===== src/rtl/line_fill_compressor.sv =====
// rtl/line_fill_compressor.sv - line-fill engine delivering each line compressed (dictionary keys) or plain
// Fetches NUM_BLOCKS words, collects per-word dictionary keys, then hands the line to exactly one cache.
module line_fill_compressor #(
  parameter int NUM_BLOCKS = 4,
  parameter int F1_KEY_W   = 3,
  parameter int F2_KEY_W   = 5,
  parameter int F3_KEY_W   = 8,
  parameter int STAT_W     = 32
) (
  input  logic                                                clk,
  input  logic                                                reset,
  input  logic                                                fill_req_valid,
  output logic                                                fill_req_ready,
  input  logic [31:0]                                         fill_req_addr,
  input  logic                                                comp_enable,
  output logic                                                mem_req_valid,
  input  logic                                                mem_req_ready,
  output logic [31:0]                                         mem_req_addr,
  input  logic [31:0]                                         mem_req_rdata,
  output logic [31:0]                                         dict_val,
  input  logic [2:0]                                          dict_hit,
  input  logic [F1_KEY_W+F2_KEY_W+F3_KEY_W-1:0]               dict_key,
  output logic                                                plain_fill_valid,
  input  logic                                                plain_fill_ready,
  output logic [32*NUM_BLOCKS-1:0]                            plain_fill_data,
  output logic                                                comp_fill_valid,
  input  logic                                                comp_fill_ready,
  output logic [(F1_KEY_W+F2_KEY_W+F3_KEY_W)*NUM_BLOCKS-1:0]  comp_fill_data,
  output logic [31:0]                                         fill_addr,
  output logic [STAT_W-1:0]                                   stat_lines,
  output logic [STAT_W-1:0]                                   stat_comp_lines
);

  localparam int KEY_W = F1_KEY_W + F2_KEY_W + F3_KEY_W;
  localparam int CTR_W = $clog2(NUM_BLOCKS);
  localparam logic [CTR_W-1:0] LAST_WORD = CTR_W'(NUM_BLOCKS - 1);
  localparam logic [31:0] OFF_MASK = 32'(NUM_BLOCKS * 4 - 1);

  localparam logic [1:0] ST_IDLE    = 2'd0;
  localparam logic [1:0] ST_FETCH   = 2'd1;
  localparam logic [1:0] ST_DELIVER = 2'd2;

  logic [1:0]                  state_q, state_d;
  logic [31:0]                 base_q, base_d;
  logic [CTR_W-1:0]            ctr_q, ctr_d;
  logic                        comp_ok_q, comp_ok_d;
  logic                        comp_sel_q, comp_sel_d;
  logic [31:0]                 fill_addr_q, fill_addr_d;
  logic [32*NUM_BLOCKS-1:0]    line_q, line_d;
  logic [KEY_W*NUM_BLOCKS-1:0] keys_q, keys_d;
  logic [STAT_W-1:0]           stat_lines_q, stat_lines_d;
  logic [STAT_W-1:0]           stat_comp_q, stat_comp_d;
  logic                        deliver_ack;

  assign deliver_ack = comp_sel_q ? comp_fill_ready : plain_fill_ready;

  always_comb begin
    state_d      = state_q;
    base_d       = base_q;
    ctr_d        = ctr_q;
    comp_ok_d    = comp_ok_q;
    comp_sel_d   = comp_sel_q;
    fill_addr_d  = fill_addr_q;
    line_d       = line_q;
    keys_d       = keys_q;
    stat_lines_d = stat_lines_q;
    stat_comp_d  = stat_comp_q;
    case (state_q)
      ST_IDLE: begin
        if (fill_req_valid) begin
          base_d    = fill_req_addr & ~OFF_MASK;
          ctr_d     = '0;
          comp_ok_d = 1'b1;
          state_d   = ST_FETCH;
        end
      end
      ST_FETCH: begin
        if (mem_req_ready) begin
          line_d[32*ctr_q +: 32]       = mem_req_rdata;
          keys_d[KEY_W*ctr_q +: KEY_W] = dict_key;
          comp_ok_d                    = comp_ok_q & (&dict_hit);
          if (ctr_q == LAST_WORD) begin
            // Path choice is frozen here so the valid and data stay stable under backpressure.
            comp_sel_d  = comp_enable & comp_ok_d;
            fill_addr_d = base_q;
            state_d     = ST_DELIVER;
          end else begin
            ctr_d = ctr_q + CTR_W'(1);
          end
        end
      end
      ST_DELIVER: begin
        if (deliver_ack) begin
          stat_lines_d = stat_lines_q + STAT_W'(1);
          if (comp_sel_q) stat_comp_d = stat_comp_q + STAT_W'(1);
          state_d = ST_IDLE;
        end
      end
      default: state_d = ST_IDLE;
    endcase
  end

  always_ff @(posedge clk) begin
    if (reset) begin
      state_q      <= ST_IDLE;
      fill_addr_q  <= '0;
      stat_lines_q <= '0;
      stat_comp_q  <= '0;
    end else begin
      state_q      <= state_d;
      fill_addr_q  <= fill_addr_d;
      stat_lines_q <= stat_lines_d;
      stat_comp_q  <= stat_comp_d;
    end
  end

  // Datapath registers are only meaningful once the FSM has written them.
  always_ff @(posedge clk) begin
    base_q     <= base_d;
    ctr_q      <= ctr_d;
    comp_ok_q  <= comp_ok_d;
    comp_sel_q <= comp_sel_d;
    line_q     <= line_d;
    keys_q     <= keys_d;
  end

  assign fill_req_ready   = (state_q == ST_IDLE);
  assign mem_req_valid    = (state_q == ST_FETCH);
  assign mem_req_addr     = base_q + 32'({ctr_q, 2'b00});
  assign dict_val         = {mem_req_rdata[24:15], mem_req_rdata[11:7],
                             mem_req_rdata[31:25], mem_req_rdata[14:12],
                             mem_req_rdata[6:0]};
  assign plain_fill_valid = (state_q == ST_DELIVER) & ~comp_sel_q;
  assign comp_fill_valid  = (state_q == ST_DELIVER) & comp_sel_q;
  assign plain_fill_data  = line_q;
  assign comp_fill_data   = keys_q;
  assign fill_addr        = fill_addr_q;
  assign stat_lines       = stat_lines_q;
  assign stat_comp_lines  = stat_comp_q;

endmodule


===== config.mk =====
export PLATFORM = sky130hd
export DESIGN_NAME = line_fill_compressor
export DESIGN_NICKNAME = d
export VERILOG_FILES = /design/src/rtl/line_fill_compressor.sv
export SDC_FILE = /design/constraint.sdc
export NUM_CORES = 1
export LEC_CHECK = 0
export BUFFER_PORTS_ARGS = -buffer_cell sky130_fd_sc_hd__buf_2
export CELL_PAD_IN_SITES_DETAIL_PLACEMENT = 1
export CELL_PAD_IN_SITES_GLOBAL_PLACEMENT = 2
export CORE_UTILIZATION = 28
export CTS_CLUSTER_DIAMETER = 30
export DETAILED_ROUTE_END_ITERATION = 8
export PLACE_DENSITY_LB_ADDON = 0.1
export SYNTH_ARGS = -nofsm -noshare
export SYNTH_HDL_FRONTEND = slang
export SYNTH_SLANG_ARGS = --single-unit

===== constraint.sdc =====
create_clock -name clk -period 3 [get_ports clk]
set_clock_uncertainty 0.2 [all_clocks]
set_input_delay 0.6 -clock clk [delete_from_list [all_inputs] [get_ports clk]]
set_output_delay 0.6 -clock clk [all_outputs]
set_load 0.01 [all_outputs]

==> flow_metrics.tcl <==
set metrics [dict create \
    multi_input_area_um2 3620 \
    synth_area_per_cell_um2 12.5 \
    cp_cell_sequence "nand2b_1, clkinv_1, buf_2" \
    nets 1612 \
    clock.fmax_ghz 0.386 \
    yosys_warnings 0 \
    synthTopCellsByArea "edfxtp_1 53%, dfxtp_1 15%, and2_1 9.8%, a21oi_1 2.9%, nand2_1 2.3%" \
    cts_tree "yes" \
    h-tree-depth 3 \
    grt_pass1_vias 10300 \
    synth-main-ff-cell "edfxtp_1" \
    final_util_pct 42.5 \
    ant_nets 0 \
    place_congestion 0.744 \
    clk_pin_slew_ps 40 \
    grt_antenna_before_repair 0 \
    hold_depth 2 \
    drc 0 \
    max_stage_delay_ps 500 \
    path_max_fanout 10 \
    hold_viol_final 0 \
    die_x_um 215 \
    yosysTopAreaCell "edfxtp_1" \
    relSlewSlack_pct 30.0 \
    grt_max_degree 50 \
    start_kind "register" \
    drt_iter0_markers 400 \
    synthesis.area_um2 12700 \
    holdWs_ps 104 \
    design_area_um2 18900 \
    n_fill_cell 4862 \
    pwr_density_cell_nw_per_um2 820 \
    numCtsBuffers 92 \
    worst_pin_slew_ps 1050 \
    worstSetupPathType "register to primary output" \
    fp.dieArea_um2 46200 \
    root_buffer "clkbuf_16" \
    p_int_uw 12200 \
    num_vias 9910 \
    min_path_type "input port to register" \
    pwr-share-seq_pct 31.5 \
    finalWirelength_mm 42.8 \
    synth_edf_count 224 \
    synth_cells 1019 \
    async_flop_share_pct 0 \
    status "completed" \
    cap_violations 0 \
    grt.total_usage_pct 18.4 \
    switching_share_pct 21.2 \
    drt_pass1_iterations 4 \
    drive_gt1_share_pct 39.4 \
    ios 446 \
    insertion_delay_ps 610 \
    p_switching_uw 3290 \
    slew_violations 0 \
    grt_pass1_wl_mm 64.1 \
    clockBufferDepth 3 \
    synthToLayoutAreaGrowth_pct 48.9 \
    period_share_pct 86.3 \
    clkSinkCount 318 \
    period_minus_slack_ps 2590 \
    worstPathRequired_ps 2200 \
    tns_ps 0 \
    via_per_inst 4.54 \
    setup_slack_ps 411 \
    numPortBuffers 435 \
    max-vdd-ir-drop_v 0.000535 \
    rows 77 \
    wire_per_inst_um 19.6 \
    r2r_cells 5 \
    place_area_um2 15400 \
    ys_seq_area_share_pct 67.7 \
    cp_slowest_cell "dfxtp_1" \
    p_leak_uw 0.00734 \
    ctsResizeCount 0 \
    initial_utilization_pct 28.6 \
    clkPwrFrac_pct 63.8 \
    seq_area_um2 8610 \
    p_comb_share_pct 4.7 \
    end_kind "primary output" \
    synth_seq_cells 318 \
    die_height_um 215 \
    place_ws_ps 361 \
    dpl.hpwl_mm 28.4 \
    synth.distinct_cells 45 \
    finalSetupViolCount 0 \
    grt_overflow 0 \
    synth_top_area_share_pct 52.9 \
    core-area_um2 44500 \
    rsz0062_at_grt "no" \
    worstPathArrival_ps 1790 \
]
==> Yosys cell counts (all sizes together), types with 6 or more instances <==
| master | n |
|---|---|
| edfxtp | 224 |
| and2 | 199 |
| dfxtp | 94 |
| nand2 | 79 |
| a21oi | 74 |
| clkbuf | 48 |
| buf | 46 |
| or4 | 32 |
| o31ai | 27 |
| nand3 | 26 |
| nor2 | 26 |
| nand4 | 23 |
| o21ai | 17 |
| or3 | 15 |
| and3 | 10 |
| xor2 | 10 |
| ha | 8 |
| inv | 8 |
| nor4 | 8 |
| and4 | 6 |
==> final timing paths <==
kind | from | to | slack, ps
max | state_q[1] | mem_req_valid | 410
min | dict_key[8] | comp_fill_data[56] | 100
max reg2reg | stat_lines[0] | stat_lines[20] | 460
min reg2reg | fill_addr[21] | fill_addr[21] | 250
==> cell families after synthesis <==
family	after synthesis	share of synthesized area, %
and+or+nand+nor	447	20.3
DFF	318	67.7
AOI/OAI and AO/OA	122	5.44
buffers and inverters	103	4.25
xor gates and xnor gates	15	1.03
adders and majority gates	8	0.788
muxes	5	0.433
other	1	0.0295
==> critical path: cells and delay by family, from the launching register on <==
family | cells | cell delay (ps)
and+or+nand+nor | 1 | 200
buffers and inverters | 2 | 490
DFF | 1 | 500
==> sequential cells by signal (all words and copies together) (netlist names) <==
signal / flops
plain_fill_data: 128
ctr_q: 2
base_q: 28
state_q: 2
comp_ok_q: 1
stat_lines: 32
comp_sel_q: 1
fill_addr: 28
comp_fill_data: 64
stat_comp_lines: 32
==> power by group through the flow <==
stage | logic, uW | clock network, uW | registers, uW
2_1_floorplan | 298 | 0 | 5020
3_3_place_gp | 711 | 0 | 4960
3_5_place_dp | 719 | 0 | 4960
4_1_cts | 750 | 10100 | 4890
5_1_grt | 801 | 10300 | 4900
6_report | 730 | 9890 | 4890
==> layer usage <==
metal / GRT usage (%) / wire length, um
met5: 0 / 0
met4: 6.74 / 909
met3: 6.67 / 3300
met2: 30.2 / 20700
met1: 21.9 / 18000
==> layout make-up <==
cell class              instances  area share, %
flip-flops and latches        318           45.5
clock buffers                 129           14.2
inverters                       9          0.178
clock inverters                42           2.77
repair buffers                490           14.3
diodes                          1         0.0132
multi-input cells             603           19.1
well taps                     592           3.91
==> cells in the final DEF (no fill, tap or decap), types with 3 or more instances in the layout <==
cell	n
and3_2	4
nor2b_1	5
clkinv_1	7
clkbuf_1	17
buf_4	24
xor2_1	10
nand3_1	26
nand2_1	79
o21ai_0	17
dfxtp_1	94
nor4_1	7
buf_2	434
mux2_2	4
nor2_1	26
a21oi_1	74
nand2b_1	3
clkbuf_8	16
and3_1	6
clkinv_2	16
nand4_1	23
clkinvlp_4	5
xnor2_1	5
dlygate4sd3_1	28
clkbuf_16	96
or4_1	32
buf_12	4
or3_1	15
conb_1	6
edfxtp_1	224
bufinv_16	11
and4_1	6
inv_1	8
and2_1	199
ha_1	8
o31ai_1	27
==> metrics by stage <==
step	power, uW	std cells
floorplan	5310	1024
CTS	15700	2183
global route	16000	2183
global placement	5670	1984
finish	15500	2184
detailed placement	5680	1984
==> repair_timing <==
item,4_1_cts,5_1_grt
endpoints found under the hold margin,28,0
hold buffers,28,0
setup buffers,0,0
(Power assumes the default switching activity.)
